### src/rtl/ls_unit.sv
// Load/store unit: takes one request at a time from the load/store buffer, drives a single
// memory-controller transaction, and reports load results on the CDB or store completion.
module ls_unit #(
    parameter int ADDR_W   = 32,
    parameter int DATA_W   = 32,
    parameter int ROB_ID_W = 4,
    parameter int OPENUM_W = 6
) (
    input  logic                clk,
    input  logic                rst,
    input  logic                rdy,
    input  logic                enable_signal_from_lsb,
    input  logic [OPENUM_W-1:0] openum_from_lsb,
    input  logic [ADDR_W-1:0]   mem_address_from_lsb,
    input  logic [DATA_W-1:0]   stored_data_from_lsb,
    input  logic [ROB_ID_W-1:0] rob_id_from_lsb,
    output logic                busy_signal_to_lsb,
    output logic                store_done_to_lsb,
    input  logic                rollback_signal,
    output logic                enable_signal_to_memctrl,
    output logic                rw_flag_to_memctrl,
    output logic [1:0]          size_to_memctrl,
    output logic [ADDR_W-1:0]   address_to_memctrl,
    output logic [DATA_W-1:0]   data_to_memctrl,
    input  logic                valid_signal_from_memctrl,
    input  logic [DATA_W-1:0]   data_from_memctrl,
    output logic                valid_signal_to_cdb,
    output logic [ROB_ID_W-1:0] rob_id_to_cdb,
    output logic [DATA_W-1:0]   result_to_cdb
);

    // Opcode encodings shared with the load/store buffer.
    localparam logic [OPENUM_W-1:0] OP_LB  = OPENUM_W'(1);
    localparam logic [OPENUM_W-1:0] OP_LH  = OPENUM_W'(2);
    localparam logic [OPENUM_W-1:0] OP_LW  = OPENUM_W'(3);
    localparam logic [OPENUM_W-1:0] OP_LBU = OPENUM_W'(4);
    localparam logic [OPENUM_W-1:0] OP_LHU = OPENUM_W'(5);
    localparam logic [OPENUM_W-1:0] OP_SB  = OPENUM_W'(6);
    localparam logic [OPENUM_W-1:0] OP_SH  = OPENUM_W'(7);
    localparam logic [OPENUM_W-1:0] OP_SW  = OPENUM_W'(8);

    typedef enum logic {IDLE, WAIT_MEM} state_t;

    state_t              r_state;
    state_t              w_next_state;
    logic [OPENUM_W-1:0] r_op;
    logic [ROB_ID_W-1:0] r_rob_id;
    logic                r_mem_en;
    logic                r_rw;
    logic [1:0]          r_size;
    logic [ADDR_W-1:0]   r_addr;
    logic [DATA_W-1:0]   r_wdata;
    logic                r_cdb_valid;
    logic [ROB_ID_W-1:0] r_cdb_id;
    logic [DATA_W-1:0]   r_result;
    logic                r_store_done;

    logic                w_accept;
    logic                w_abort;
    logic                w_complete;
    logic                w_in_rw;
    logic [1:0]          w_in_size;
    logic [DATA_W-1:0]   w_ext;

    always_ff @(posedge clk or negedge rst) begin
        if (!rst) begin
            r_state <= IDLE;
        end else if (rdy) begin
            r_state <= w_next_state;
        end
    end

    always_comb begin
        w_next_state = r_state;
        case (r_state)
            IDLE:     if (w_accept) w_next_state = WAIT_MEM;
            WAIT_MEM: if (w_abort || w_complete) w_next_state = IDLE;
            default:  w_next_state = IDLE;
        endcase
    end

    // Rollback only aborts loads; a store in flight is already committed and must finish.
    always_comb begin
        w_accept           = (r_state == IDLE) && enable_signal_from_lsb && !rollback_signal;
        w_abort            = (r_state == WAIT_MEM) && rollback_signal && !r_rw;
        w_complete         = (r_state == WAIT_MEM) && valid_signal_from_memctrl && !w_abort;
        busy_signal_to_lsb = (r_state == WAIT_MEM);
    end

    always_comb begin
        w_in_rw   = 1'b0;
        w_in_size = 2'd2;
        case (openum_from_lsb)
            OP_LB, OP_LBU: w_in_size = 2'd0;
            OP_LH, OP_LHU: w_in_size = 2'd1;
            OP_LW:         w_in_size = 2'd2;
            OP_SB: begin w_in_rw = 1'b1; w_in_size = 2'd0; end
            OP_SH: begin w_in_rw = 1'b1; w_in_size = 2'd1; end
            OP_SW: begin w_in_rw = 1'b1; w_in_size = 2'd2; end
            default: ;
        endcase
    end

    always_comb begin
        w_ext = data_from_memctrl;
        case (r_op)
            OP_LB:  w_ext = {{(DATA_W-8){data_from_memctrl[7]}}, data_from_memctrl[7:0]};
            OP_LBU: w_ext = {{(DATA_W-8){1'b0}}, data_from_memctrl[7:0]};
            OP_LH:  w_ext = {{(DATA_W-16){data_from_memctrl[15]}}, data_from_memctrl[15:0]};
            OP_LHU: w_ext = {{(DATA_W-16){1'b0}}, data_from_memctrl[15:0]};
            default: ;
        endcase
    end

    // Pulse outputs default low each enabled cycle so they last exactly one cycle.
    always_ff @(posedge clk or negedge rst) begin
        if (!rst) begin
            r_op         <= '0;
            r_rob_id     <= '0;
            r_mem_en     <= 1'b0;
            r_rw         <= 1'b0;
            r_size       <= 2'd0;
            r_addr       <= '0;
            r_wdata      <= '0;
            r_cdb_valid  <= 1'b0;
            r_cdb_id     <= '0;
            r_result     <= '0;
            r_store_done <= 1'b0;
        end else if (rdy) begin
            r_cdb_valid  <= 1'b0;
            r_store_done <= 1'b0;
            if (w_accept) begin
                r_op     <= openum_from_lsb;
                r_rob_id <= rob_id_from_lsb;
                r_addr   <= mem_address_from_lsb;
                r_wdata  <= stored_data_from_lsb;
                r_rw     <= w_in_rw;
                r_size   <= w_in_size;
                r_mem_en <= 1'b1;
            end else if (w_abort) begin
                r_mem_en <= 1'b0;
            end else if (w_complete) begin
                r_mem_en <= 1'b0;
                if (r_rw) begin
                    r_store_done <= 1'b1;
                end else begin
                    r_cdb_valid <= 1'b1;
                    r_cdb_id    <= r_rob_id;
                    r_result    <= w_ext;
                end
            end
        end
    end

    assign enable_signal_to_memctrl = r_mem_en;
    assign rw_flag_to_memctrl       = r_rw;
    assign size_to_memctrl          = r_size;
    assign address_to_memctrl       = r_addr;
    assign data_to_memctrl          = r_wdata;
    assign valid_signal_to_cdb      = r_cdb_valid;
    assign rob_id_to_cdb            = r_cdb_id;
    assign result_to_cdb            = r_result;
    assign store_done_to_lsb        = r_store_done;

endmodule

### config.mk
export PLATFORM = sky130hd
export DESIGN_NAME = ls_unit
export DESIGN_NICKNAME = d
export VERILOG_FILES = /design/src/rtl/ls_unit.sv
export SDC_FILE = /design/constraint.sdc
export NUM_CORES = 1
export LEC_CHECK = 0
export ABC_AREA = 1
export BUFFER_PORTS_ARGS = -buffer_cell sky130_fd_sc_hd__buf_2
export CAP_MARGIN = 20
export CORE_MARGIN = 2
export CORE_UTILIZATION = 29
export CTS_CLUSTER_DIAMETER = 50
export CTS_CLUSTER_SIZE = 8
export DETAILED_ROUTE_END_ITERATION = 10
export GPL_TIMING_DRIVEN = 0
export PLACE_DENSITY = 0.51
export SYNTH_ARGS = -nofsm -noshare
export SYNTH_HDL_FRONTEND = slang
export SYNTH_SLANG_ARGS = --single-unit
### constraint.sdc
create_clock -name clk -period 1.9 [get_ports clk]
set_clock_uncertainty 0.05 [all_clocks]
set_input_delay 0.285 -clock clk [delete_from_list [all_inputs] [get_ports clk]]
set_output_delay 0.285 -clock clk [all_outputs]
set_load 0.05 [all_outputs]
**Word level (Yosys, flattened, before mapping)**

Cells that the tools add are included.

- Output and inout bits: 107
- Flip-flop bits (word level): 117

- Bitwise gates (word level): 4
- Equality and inequality tests: 11
- Mux-type cells: 17
- Reduce and logical (&&, ||, !) cells: 17

Operators with widths:

| cell | count |
|---|---|
| case mux 32 bit (4 select lines) | 1 |
| equality test 6 x 3 -> 1 bit, second input constant | 6 |
| two-way mux 1 bit | 14 |
| equality test 6 x 1 -> 1 bit, second input constant | 2 |
| equality test 6 x 2 -> 1 bit, second input constant | 2 |
| OR reduction 3 bit | 3 |
| equality test 6 x 4 -> 1 bit, second input constant | 1 |
| logical AND 1 bit | 6 |
| AND reduction 5 bit | 1 |
| inverter 1 bit | 4 |
| case mux 2 bit (2 select lines) | 1 |
| AND reduction 2 bit | 2 |
| logical NOT 1 bit | 3 |
| nonzero test 3 bit | 1 |
| case mux 1 bit (2 select lines) | 1 |
| logical OR 1 bit | 1 |

**Longest topological paths before layout**

- Word-level depth: 7
- Mapped depth: 8

**Worst setup path after synthesis**

OpenSTA, ideal clock, no wires.

- Kind: reg2reg
- Start point: reg r_state, in the netlist busy_signal_to_lsb
- End point: reg r_result[21], in the netlist result_to_cdb[21]
- Arrival time: 1.527 ns
- Required time: 1.733 ns
- Slack: 0.206 ns
- Setup time: 0.117 ns
- Path buffers: 1
- Cell stages (with the launch flop): 8
- Cell sequence: dfrtp_1 -> nand2_1 -> nand3_4 -> nor2_8 -> clkbuf_2 -> or2_2 -> inv_1 -> a21oi_2

- Cells in the longest elaborated chain, start to end: 5
- Elaborated cells on any way between the ends: 11
- Classes of those cells: 3 x bitwise; 8 x reduce/logical

RTL lines:

| element | line | RTL |
|---|---|---|
| from (decl) | 44 | `state_t r_state;` |
| from (signal assigned) | 69 | `r_state <= w_next_state;` |
| logical AND 1 bit / inverter 1 bit (equally long branches) | 85, 84 |  |
| logical AND 1 bit (on tied branches) | 85, 84 |  |
| logical NOT 1 bit / logical AND 1 bit (equally long branches) | 86, 84 |  |
| logical AND 1 bit / inverter 1 bit (equally long branches) | n/a |  |
| AND reduction 5 bit (no source line) * | n/a |  |
| to (signal assigned) | 149 | `r_result <= w_ext;` |
| to (decl) | 55 | `logic [DATA_W-1:0] r_result;` |

Mark *: on every way between the ends. The rest lies on a longest branch, timed or not.
A chain may end at the register's enable or synchronous reset.

**Worst setup path in the final report**

- Start point: reg r_state, in the netlist busy_signal_to_lsb
- End point: reg r_addr[14], in the netlist address_to_memctrl[14]

- Cells in the longest elaborated chain, start to end: 4

RTL lines:

| element | line | RTL |
|---|---|---|
| inverter 1 bit | 84 | `w_accept = (r_state == IDLE) && enable_signal_from_lsb && !rollback_signal;` |
| logical AND 1 bit (2 in series) | 84 |  |
| AND reduction 2 bit (no source line) | n/a |  |
| to (signal assigned) | 135 | `r_addr <= mem_address_from_lsb;` |
| to (decl) | 51 | `logic [ADDR_W-1:0] r_addr;` |

Every way passes these cells.

==> results.ini <==
[run_status]
status = complete, no violations

[final_layout]
layout-drive-gt1-share_pct = 38.4
multiInputGateArea_mm2 = 0.00167
antennaDiodeCount = 0
fin_cells = 1035
seq_area_mm2 = 0.00293
syn_to_final_growth_pct = 43.9
fin_util_pct = 42.6
nFillCells = 1685
final_net_count = 914

[routing]
postRouteWirelength_mm = 13.6
wl_per_cell_um = 13.1
drt_iter0_markers = 157
drc_errors = 0
ant_nets = 0
via_count = 4320
first_pass_iters = 4
avgViaCountPerCell = 4.17

[setup_path]
reg2reg_depth = 6
crit_fanout = 10
crit_required_ns = 2.21
crit_end = address_to_memctrl[14]
cp-end-kind = flip-flop
critPathLaunch = busy_signal_to_lsb
r2r_start = busy_signal_to_lsb
crit_arrival_ns = 1.98
r2r-end = address_to_memctrl[14]
crit_type = flip-flop to flip-flop
start_kind = flip-flop
r2r_slack_ns = 0.22

[clock_tree]
cts_buffer_depth = 2
htree_levels = 4
root_buffer = clkbuf_16
clkLatencyLatePin_ns = 0.41
clock_sinks = 117
cts_tree = built
cts_setup_buffers = 0
clk_pin_slew_ns = 0.06
cts_inserted_buffers = 17

[synthesis]
yosysTopAreaCell = dfrtp_1
synth_edf_count = 0
synth-simple-area-share_pct = 29.3
postSynth.topFlopCell = dfrtp_1
syn_area_mm2 = 0.00489
syn_inst = 558
ys_top_cells_by_area = dfrtp_1 (60%), nand2_1 (21%), inv_1 (3.1%)
ys_seq_area_share_pct = 59.9
ys_seq_elements = 117
ys_warn_count = 0
synth_compound_area_share_pct = 4.81
ys_top_cells_by_count = nand2_1 (273), dfrtp_1 (117), inv_1 (40)
async_reset_ff_share_pct = 100
synth_top_area_share_pct = 59.9
muxShareOfSynthArea_pct = 0
synth-adder-area-share_pct = 0
syn_avg_cell_area_um2 = 8.76
synth_top_family_by_area = simple AND/OR/NAND/NOR gates
synth_cell_types = 28
synthXorXnorAreaFrac_pct = 0
yosysMostFrequentCell = nand2_1
synth_nets = 670

[timing]
fin_crit_ns = 1.68
hold_violations = 0
finalSetupViolCount = 0
timing.fmax_mhz = 596
setup-tns-final_ns = 0
rsz0062_at_grt = no
relSlewSlack_pct = 66.4
period_share_pct = 88.3
drv_slew = 0
tightest_slew_ns = 0.504

[grt]
grt_pass1_vias = 4335
antenna_found_initial = 0
grt_pass1_wl_mm = 22.1
grt_usage_pct = 15.7
grt_max_degree = 72
overflow = 0

[power_and_ir_drop]
leakagePower_nw = 4.01
cellPowerDensity_mw_per_mm2 = 1760
p_total_mw = 12.4
ir_drop_mv = 0.638

[floorplan]
std_cell_rows = 47
start_util_pct = 29.6
pin_count = 219
core_mm2 = 0.0165
die-width_um = 134
die_h_um = 134
die_area_mm2 = 0.0179

[hold_path]
hold_class = primary input to flip-flop

[placement]
port_buffers = 218
hpwl_mm = 9.83
globalplace.congestion = 0.756
dp_cells = 997

[run]
maxCapViolCount = 0

## routing by layer
metal | wire, um | up-vias | track usage (%)
met1 | 6420 | 1962 | 20.8
met3 | 1120 | 11 | 5.82
met4 | 161 | 0 | 4.96
met2 | 5890 | 163 | 23.8
li1 | - | 2184 | -
met5 | 0 | - | 0
## layout make-up
cell class	count	share of cell area (%)
Tap cell	220	3.91
Timing Repair Buffer	225	16.8
Buffer	22	1.88
Inverter	43	2.31
Multi-Input combinational cell	376	23.7
Clock buffer	18	6.24
Clock inverter	14	3.50
Sequential cell	117	41.6
## layout by cell type (no fill, tap or decap), types with 2 or more instances in the layout
cell	Yosys	routed
nand2_1	273	273
buf_2	9	226
dfrtp_1	117	117
inv_1	40	40
or2_2	24	24
clkbuf_16	0	17
nor2_1	16	16
a21oi_1	14	14
nand3_1	11	11
o21ai_0	11	11
a21oi_2	10	10
clkbuf_1	8	6
bufinv_16	0	6
dlygate4sd3_1	0	6
nand4_1	4	4
clkbuf_2	1	3
buf_6	2	3
clkinvlp_4	0	3
inv_6	0	3
inv_2	2	2
nor2_8	2	2
nor2_2	2	2
nor2_4	2	2
clkinv_4	0	2
## per-stage QoR
| stage | hold WS, ns | area (um2) | setup slack [ns] |
|---|---|---|---|
| after floorplan | -0.0606 | 4890 | 0.206 |
| after CTS | 0.000727 | 7030 | 0.0581 |
| final | 0.0125 | 7040 | 0.223 |
| after detailed placement | 0.225 | 6290 | 0.0622 |
| after global routing | 0.00565 | 7040 | 0.00704 |
| after global placement | 0.403 | 6250 | -1.19 |
## power breakdown
| group | leakage, nW | switching, mW | total (mW) | internal [mW] |
|---|---|---|---|---|
| clock network | 0.324 | 1.22 | 3.73 | 2.51 |
| logic | 2.24 | 3.76 | 4.96 | 1.20 |
| registers | 1.45 | 0.404 | 3.69 | 3.29 |
| total | 4.01 | 5.39 | 12.4 | 7.00 |
## sequential cells by signal, indices dropped and copies added, names as in the netlist
name	cells
size_to_memctrl	2
valid_signal_to_cdb	1
address_to_memctrl	32
enable_signal_to_memctrl	1
result_to_cdb	32
busy_signal_to_lsb	1
rob_id_to_cdb	4
data_to_memctrl	32
r_rob_id	4
r_op	6
store_done_to_lsb	1
rw_flag_to_memctrl	1
## worst max-delay path, cell delays in order, from the launching register on
cell      delay [ns]
dfrtp_1         0.44
inv_1           0.10
nand3_1         0.18
inv_2           0.24
clkbuf_1        0.43
nand2_1         0.11
nand2_1         0.08
## how the worst min path moves through the flow
stage                             start                     end  slack (ns)  cells past startpoint
2_1_floorplan                       rst   address_to_memctrl[0]       -0.06                      0
3_5_place_dp                        rst       result_to_cdb[16]        0.22                      1
6_report       mem_address_from_lsb[16]  address_to_memctrl[16]        0.01                      3
3_3_place_gp           result_to_cdb[1]        result_to_cdb[1]        0.40                      2
5_1_grt        mem_address_from_lsb[27]  address_to_memctrl[27]       0.006                      3
4_1_cts         mem_address_from_lsb[4]   address_to_memctrl[4]      0.0007                      3
## what timing repair did
action                     CTS  global route
resized for setup            0             4
hold buffers                 6             0
setup endpoints to repair    0            11
hold endpoints to repair    51             0
## kinds of logic after synthesis
| family | Yosys count |
|---|---|
| AO/OA/AOI/OAI | 38 |
| buffers and inverters | 65 |
| AND/OR/NAND/NOR | 338 |
| flip-flops | 117 |
No activity file was read; power rests on OpenSTA's default activity.
